File: src/rtl/mem_port_arbiter.sv
`default_nettype none
// ============================================================================
// Module      : mem_port_arbiter
// Description : Round-robin arbiter that shares one main-memory port between
//               two cache controllers. It captures strobe requests, holds the
//               memory strobe for MEM_WAIT cycles and returns read data with
//               a one-cycle ready pulse.
// Revision    : 1.0 - initial release
// ============================================================================
module mem_port_arbiter #(
    parameter int AW       = 32,
    parameter int DW       = 32,
    parameter int MEM_WAIT = 4
) (
    input  logic          clk,
    input  logic          reset,
    input  logic          req0_strobe,
    input  logic          req0_rw,
    input  logic [AW-1:0] req0_addr,
    input  logic [DW-1:0] req0_wdata,
    output logic          req0_rdy,
    output logic [DW-1:0] req0_rdata,
    input  logic          req1_strobe,
    input  logic          req1_rw,
    input  logic [AW-1:0] req1_addr,
    input  logic [DW-1:0] req1_wdata,
    output logic          req1_rdy,
    output logic [DW-1:0] req1_rdata,
    output logic          mem_strobe,
    output logic          mem_rw,
    output logic [AW-1:0] mem_addr,
    output logic [DW-1:0] mem_wdata,
    input  logic [DW-1:0] mem_rdata,
    output logic          busy
);

    localparam int c_CNT_W = (MEM_WAIT < 2) ? 1 : $clog2(MEM_WAIT + 1);

    typedef enum logic [1:0] {
        S_IDLE   = 2'd0,
        S_ACCESS = 2'd1,
        S_DONE   = 2'd2
    } state_t;

    state_t                 state_q, state_d;
    logic [1:0]             pending_q, pending_d;
    logic                   last_grant_q, last_grant_d;
    logic                   grant_q, grant_d;
    logic [c_CNT_W-1:0]     cnt_q, cnt_d;
    logic [1:0]             hold_rw_q, hold_rw_d;
    logic [1:0][AW-1:0]     hold_addr_q, hold_addr_d;
    logic [1:0][DW-1:0]     hold_wdata_q, hold_wdata_d;
    logic                   mem_strobe_q, mem_strobe_d;
    logic                   mem_rw_q, mem_rw_d;
    logic [AW-1:0]          mem_addr_q, mem_addr_d;
    logic [DW-1:0]          mem_wdata_q, mem_wdata_d;
    logic [1:0]             rdy_q, rdy_d;
    logic [1:0][DW-1:0]     rdata_q, rdata_d;
    logic                   busy_q, busy_d;

    // Requester inputs gathered into vectors so both ports share one code path.
    logic [1:0]             w_strobe;
    logic [1:0]             w_rw;
    logic [1:0][AW-1:0]     w_addr;
    logic [1:0][DW-1:0]     w_wdata;
    logic [1:0]             w_accept;
    logic                   w_sel;

    assign w_strobe = {req1_strobe, req0_strobe};
    assign w_rw     = {req1_rw, req0_rw};
    assign w_addr   = {req1_addr, req0_addr};
    assign w_wdata  = {req1_wdata, req0_wdata};

    // A strobe is dropped while that requester already waits or is being served.
    assign w_accept[0] = w_strobe[0] && !pending_q[0] &&
                         !(state_q == S_ACCESS && grant_q == 1'b0);
    assign w_accept[1] = w_strobe[1] && !pending_q[1] &&
                         !(state_q == S_ACCESS && grant_q == 1'b1);

    // Next-state logic: arbitration, access timing, completion and capture.
    always_comb begin
        state_d      = state_q;
        pending_d    = pending_q;
        last_grant_d = last_grant_q;
        grant_d      = grant_q;
        cnt_d        = cnt_q;
        hold_rw_d    = hold_rw_q;
        hold_addr_d  = hold_addr_q;
        hold_wdata_d = hold_wdata_q;
        mem_strobe_d = mem_strobe_q;
        mem_rw_d     = mem_rw_q;
        mem_addr_d   = mem_addr_q;
        mem_wdata_d  = mem_wdata_q;
        rdy_d        = 2'b00;
        rdata_d      = rdata_q;
        w_sel        = 1'b0;

        case (state_q)
            S_IDLE: begin
                if (pending_q != 2'b00) begin
                    // On a tie the requester not served last time wins.
                    w_sel = (&pending_q) ? ~last_grant_q : pending_q[1];
                    grant_d          = w_sel;
                    pending_d[w_sel] = 1'b0;
                    mem_rw_d         = hold_rw_q[w_sel];
                    mem_addr_d       = hold_addr_q[w_sel];
                    mem_wdata_d      = hold_wdata_q[w_sel];
                    mem_strobe_d     = 1'b1;
                    cnt_d            = c_CNT_W'(MEM_WAIT - 1);
                    state_d          = S_ACCESS;
                end
            end
            S_ACCESS: begin
                if (cnt_q != '0) begin
                    cnt_d = cnt_q - c_CNT_W'(1);
                end else begin
                    if (!mem_rw_q) begin
                        rdata_d[grant_q] = mem_rdata;
                    end
                    mem_strobe_d   = 1'b0;
                    rdy_d[grant_q] = 1'b1;
                    last_grant_d   = grant_q;
                    state_d        = S_DONE;
                end
            end
            S_DONE: begin
                state_d = S_IDLE;
            end
            default: begin
                state_d = S_IDLE;
            end
        endcase

        for (int n = 0; n < 2; n++) begin
            if (w_accept[n]) begin
                pending_d[n]    = 1'b1;
                hold_rw_d[n]    = w_rw[n];
                hold_addr_d[n]  = w_addr[n];
                hold_wdata_d[n] = w_wdata[n];
            end
        end

        busy_d = (state_d != S_IDLE);
    end

    // State and output registers with synchronous reset.
    always_ff @(posedge clk) begin
        if (reset) begin
            state_q      <= S_IDLE;
            pending_q    <= 2'b00;
            last_grant_q <= 1'b1;
            grant_q      <= 1'b0;
            cnt_q        <= '0;
            hold_rw_q    <= '0;
            hold_addr_q  <= '0;
            hold_wdata_q <= '0;
            mem_strobe_q <= 1'b0;
            mem_rw_q     <= 1'b0;
            mem_addr_q   <= '0;
            mem_wdata_q  <= '0;
            rdy_q        <= 2'b00;
            rdata_q      <= '0;
            busy_q       <= 1'b0;
        end else begin
            state_q      <= state_d;
            pending_q    <= pending_d;
            last_grant_q <= last_grant_d;
            grant_q      <= grant_d;
            cnt_q        <= cnt_d;
            hold_rw_q    <= hold_rw_d;
            hold_addr_q  <= hold_addr_d;
            hold_wdata_q <= hold_wdata_d;
            mem_strobe_q <= mem_strobe_d;
            mem_rw_q     <= mem_rw_d;
            mem_addr_q   <= mem_addr_d;
            mem_wdata_q  <= mem_wdata_d;
            rdy_q        <= rdy_d;
            rdata_q      <= rdata_d;
            busy_q       <= busy_d;
        end
    end

    assign mem_strobe = mem_strobe_q;
    assign mem_rw     = mem_rw_q;
    assign mem_addr   = mem_addr_q;
    assign mem_wdata  = mem_wdata_q;
    assign req0_rdy   = rdy_q[0];
    assign req1_rdy   = rdy_q[1];
    assign req0_rdata = rdata_q[0];
    assign req1_rdata = rdata_q[1];
    assign busy       = busy_q;

endmodule
`default_nettype wire
File: config.mk
export PLATFORM = sky130hd
export DESIGN_NAME = mem_port_arbiter
export DESIGN_NICKNAME = d
export VERILOG_FILES = /design/src/rtl/mem_port_arbiter.sv
export SDC_FILE = /design/constraint.sdc
export NUM_CORES = 1
export LEC_CHECK = 0
export BUFFER_PORTS_ARGS = -buffer_cell sky130_fd_sc_hd__clkbuf_2
export CORE_MARGIN = 5
export CORE_UTILIZATION = 40
export DETAILED_ROUTE_END_ITERATION = 6
export GPL_TIMING_DRIVEN = 1
export HOLD_SLACK_MARGIN = 0.05
export SLEW_MARGIN = 15
export SYNTH_ARGS = -nofsm -noshare
export SYNTH_HDL_FRONTEND = slang
export SYNTH_SLANG_ARGS = --single-unit
File: constraint.sdc
create_clock -name clk -period 3.92 [get_ports clk]
set_input_delay 0.392 -clock clk [delete_from_list [all_inputs] [get_ports clk]]
set_output_delay 0.392 -clock clk [all_outputs]
set_load 0.005 [all_outputs]
# After elaboration in Yosys (flattened, before gate mapping)
# Index checks and enable logic that the tools add are counted.
[classes] addsub=1 magnitude_cmp=4 eq_ne=4 muxes=27 n_bitwise=7 reduce_logical=30
[ops] op="$mux 32" count=5
[ops] op="$bwmux 64" count=1
[ops] op="$demux 32 s1" count=1
[ops] op="$reduce_bool 2->1" count=7
[ops] op="$reduce_and 2->1" count=5
[ops] op="$mux 1" count=9
[ops] op="$reduce_and 3->1" count=3
[ops] op="$logic_and 1x1->1" count=8
[ops] op="$mux 2" count=4
[ops] op="$mux 3" count=2
[ops] op="$pmux 3 s2" count=1
[ops] op="$not 1->1" count=5
[ops] op="$logic_not 1->1" count=4
[ops] op="$lt 1x2->1 const B" count=2
[ops] op="$ne 2x2->1 const B" count=2
[ops] op="$pmux 2 s2" count=1
[ops] op="$reduce_bool 3->1" count=1
[ops] op="$reduce_or 3->1" count=1
[ops] op="$sub 3x1->3 const B" count=1
[ops] op="$and 2x2->2" count=1
[ops] op="$demux 1 s1" count=2
[ops] op="$eq 2x1->1 const B" count=1
[ops] op="$ge 1x1->1 const B" count=2
[ops] op="$logic_not 2->1" count=1
[ops] op="other kinds (3)" count=3
[totals] reg_bits=272 in_bits=166 out_inout_bits=133 word_cells=93

# Depth between registers and ports, before layout
[depth] word_depth=11 mapped_depth=7 ltp_nobuf=5

# Least setup slack after synthesis
# OpenSTA, ideal clock, no wires.
[synth_path] kind="register to register" start="register cnt_q[0]" end="register rdata_q, in the netlist req1_rdata[10]" setup_ns=0.072 t_arrival_ns=1.440 t_required_ns=3.848 setup_slack_ns=2.409 path_stages_with_launch=8 n_path_buf=2 period_less_slack_ns=1.511 cell_sequence="dfxtp_1 inv_1 ha_1 and4bb_2 nand3b_1 buf_2 buf_6 mux2i_1"
[synth_between] elab_chain_len=3
[synth_rtl] element="from (decl)" line_no="49" rtl="logic [c_CNT_W-1:0] cnt_q, cnt_d;"
[synth_rtl] element="from (signal assigned)" line_no="169" rtl="cnt_q <= cnt_d;"
[synth_rtl] element="$reduce_bool 3->1" line_no="114" rtl="if (cnt_q != '0) begin"
[synth_rtl] element="$not 1->1 (no line)"
[synth_rtl] element="$reduce_and 3->1 (no line)"
[synth_rtl] element="to (signal assigned)" line_no="178" rtl="rdata_q <= rdata_d;"
[synth_rtl] element="to (decl)" line_no="58" rtl="logic [1:0][DW-1:0] rdata_q, rdata_d;"
# Every way passes these cells.
# A chain may end at the register's enable or synchronous reset.

# Final worst setup path
[layout_path] start="register state_q[0]" end="register mem_addr_q[25] (netlist: mem_addr[25])"
[layout_between] elab_chain_len=2
[layout_rtl] element="from (decl)" line_no="45" rtl="state_t state_q, state_d;"
[layout_rtl] element="from (signal assigned)" line_no="165" rtl="state_q <= state_d;"
[layout_rtl] element="$logic_not 2->1" line_no="98" rtl="case (state_q)"
[layout_rtl] element="$reduce_and 2->1 (no line)"
[layout_rtl] element="to (signal assigned)" line_no="175" rtl="mem_addr_q <= mem_addr_d;"
[layout_rtl] element="to (decl)" line_no="55" rtl="logic [AW-1:0] mem_addr_q, mem_addr_d;"
# Every way passes these cells.

==> results.sh <==
export IMPL_r2r_start="state_q[0]$_SDFF_PP0_"
export IMPL_drc=0
export IMPL_holdBufCountCts=0
export IMPL_min_period_ps=2220
export IMPL_drt_total_wl_um=32300
export IMPL_powerDensity_mw_per_mm2=541
export IMPL_slowest_delay_ps=790
export IMPL_hold_end="hold_addr_q[1]$_SDFFE_PP0P_"
export IMPL_grt_pass1_vias=8988
export IMPL_dp_hpwl_um=20700
export IMPL_drv_cap=0
export IMPL_cts_buffer_depth=3
export IMPL_fp_dieH_um=173
export IMPL_fin_area_mm2=0.0130
export IMPL_path_cells="nor2_1 -> a21oi_4 -> buf_4 -> o2bb2ai_1"
export IMPL_antenna_found_initial=2
export IMPL_grtUsageTotal=0.203
export IMPL_final_max_slew_viol_count=0
export IMPL_slowest_stage="a21oi_4"
export IMPL_critPathCaptureType="flop"
export IMPL_die_w_um=173
export IMPL_clk_pin_slew_ps=60
export IMPL_rrSetupSlack_ps=1700
export IMPL_yosysSeqAreaShare=0.515
export IMPL_r2r_end="mem_addr[25]$_SDFFE_PP0P_"
export IMPL_whs_path_depth=3
export IMPL_clk_insertion_delay_late_ps=550
export IMPL_drtPass1Iterations=5
export IMPL_ant_nets=0
export IMPL_irDropWorstVdd_uv=319
export IMPL_drive_gt1_frac=0.276
export IMPL_cts_repair_resized=0
export IMPL_io_pins=299
export IMPL_grt_pass1_wl_um=50700
export IMPL_setup_viol=0
export IMPL_criticalPathCategory="reg -> reg"
export IMPL_avgViaCountPerCell=5.34
export IMPL_multi_input_area_mm2=0.00460
export IMPL_cts_buffers=29
export IMPL_grt_max_degree=100
export IMPL_synth_edf_count=0
export IMPL_start_kind="flop"
export IMPL_hp_start="req0_addr[1]"
export IMPL_yosys_area_top_type_share=0.515
export IMPL_max_freq_mhz=450
export IMPL_required_ps=4370
export IMPL_synth_area_mm2=0.0106
export IMPL_yosysTopAreaCell="dfxtp_1"
export IMPL_dp_slack_ps=1610
export IMPL_initial_utilization=0.406
export IMPL_p_leak_nw=5.43
export IMPL_cts_tree="built"
export IMPL_placementRows=59
export IMPL_drt_iter0_drc=572
export IMPL_postCtsSetupRepairBufs=0
export IMPL_slew_limit_headroom=0.214
export IMPL_worst_r2r_path_depth=4
export IMPL_setup_slack_ps=1700
export IMPL_synth_fp_nets=1288
export IMPL_finalHoldViolCount=0
export IMPL_grt_overflow_total=0
export IMPL_fin_nets=1520
export IMPL_clock_sinks=272
export IMPL_place_gp_congestion=0.811
export IMPL_io_buffer_count=298
export IMPL_vias=9139
export IMPL_fin_skew_ps=18.5
export IMPL_hp_class="in -> reg"
export IMPL_register_area_mm2=0.00545
export IMPL_tightest_slew_ps=1180
export IMPL_synthArstFlopShare=0
export IMPL_ys_warn_count=0
export IMPL_clockRootBuffer="clkbuf_16"
export IMPL_fillers=2545
export IMPL_ys_types=36
export IMPL_dpl_instance_area_mm2=0.0121
export IMPL_tns_ps=0
export IMPL_syn_to_final_growth_pct=23.3
export IMPL_rsz0062_at_grt="no"
export IMPL_syn_area_per_cell_um2=9.45
export IMPL_synth_flop_cell="dfxtp_1"
export IMPL_core_area_mm2=0.0261
export IMPL_postSynthCellCount=1120
export IMPL_critPathArrivalTime_ps=2670
export IMPL_wire_per_inst_um=18.9
export IMPL_worstPathMaxFanout=27
export IMPL_post_route_period_util=0.567
export IMPL_synth_area_top_cells="dfxtp_1, mux2i_1, a21oi_1, nand3_1, o21ai_0"
export IMPL_h_tree_depth=1
export IMPL_dieArea_mm2=0.0298
export IMPL_status="finished, final reports clean"
export IMPL_ys_ff_latch=272
[cells in the mapped netlist, types with 2 or more instances]
| library cell | instances |
|---|---|
| buf_4 | 11 |
| dfxtp_1 | 272 |
| clkbuf_1 | 59 |
| clkbuf_2 | 3 |
| buf_2 | 20 |
| nand2_1 | 101 |
| mux2i_1 | 129 |
| nand2b_1 | 4 |
| nand3_1 | 133 |
| inv_1 | 3 |
| or2_2 | 2 |
| nor2b_1 | 3 |
| buf_6 | 12 |
| a2111o_1 | 2 |
| ha_1 | 2 |
| nand3b_1 | 2 |
| o21ai_0 | 126 |
| o21ai_1 | 8 |
| o2bb2ai_1 | 65 |
| nor3_1 | 2 |
| a21oi_1 | 136 |
| buf_1 | 8 |
| nor2_1 | 4 |
[where the power goes]
group	internal [mW]	leakage, nW	total [mW]	switching [mW]
clock network	1.55	0.461	2.66	1.11
registers	3.01	2.22	3.15	0.144
logic	0.468	2.75	1.24	0.772
[stage by stage]
step                instances  hold slack, ps  power, mW   util
floorplan                1120             450       4.02      -
global placement         1656             442       4.45  0.464
detailed placement       1656             446       4.46  0.465
CTS                      1708            56.0       7.13  0.500
global route             1709            70.3       7.38  0.501
finish                   1710            76.2       7.05  0.501
[critical path, delay by kind of cell, from the launching register on]
family	cells	cell delay, ps
buffers and inverters	1	420
AND/OR/NAND/NOR	1	220
AO/OA/AOI/OAI	2	940
flip-flops	1	550
[logic make-up after synthesis]
family	synth area share
compound gates	0.187
flops	0.515
simple gates	0.117
mux	0.122
buf+inv	0.0566
fa+ha+maj	0.00236
[registers in the layout, summed over array words and instances (netlist names), 3 cells and up]
name and count:
mem_wdata 32, mem_addr 32, hold_addr_q 64, req0_rdata 32, cnt_q 3, hold_wdata_q 64
req1_rdata 32
[cell usage in the layout, fill, tap and decap left out, drive strengths merged, types with 9 or more instances in the layout]
cell,count
o21ai,134
clkbuf,336
mux2i,129
nand2,101
a21oi,136
dfxtp,272
clkinv,9
nand3,133
buf,17
o2bb2ai,65
[worst max path at each step]
stage	slack, ps	cells after the start	endpoint	startpoint
after CTS	1670	4	mem_wdata[3]$_SDFFE_PP0P_	state_q[0]$_SDFF_PP0_
after global placement	1640	4	mem_wdata[13]$_SDFFE_PP0P_	reset
final	1700	4	mem_addr[25]$_SDFFE_PP0P_	state_q[0]$_SDFF_PP0_
after detailed placement	1610	4	mem_wdata[7]$_SDFFE_PP0P_	reset
after global routing	1520	4	mem_addr[29]$_SDFFE_PP0P_	state_q[0]$_SDFF_PP0_
after floorplan	2410	7	req1_rdata[10]$_SDFFE_PP0P_	cnt_q[0]$_SDFFE_PP0P_
[layout make-up]
class                   count  share of cell area
repair buffers            314               0.125
flip-flops and latches    272               0.417
clock buffers              39              0.0639
well taps                 335              0.0321
clock inverters            13             0.00777
diodes                      2            0.000384
inverters                   4             0.00115
multi-input cells         731               0.353
[metal layers]
layer / part of all wire / vias up / GRT usage
li1: - / 4467 / -
met5: 0.00040 / - / 0
met2: 0.46 / 299 / 0.331
met3: 0.068 / 56 / 0.0434
met4: 0.024 / 2 / 0.0512
met1: 0.44 / 4315 / 0.277
(Power assumes the default switching activity.)
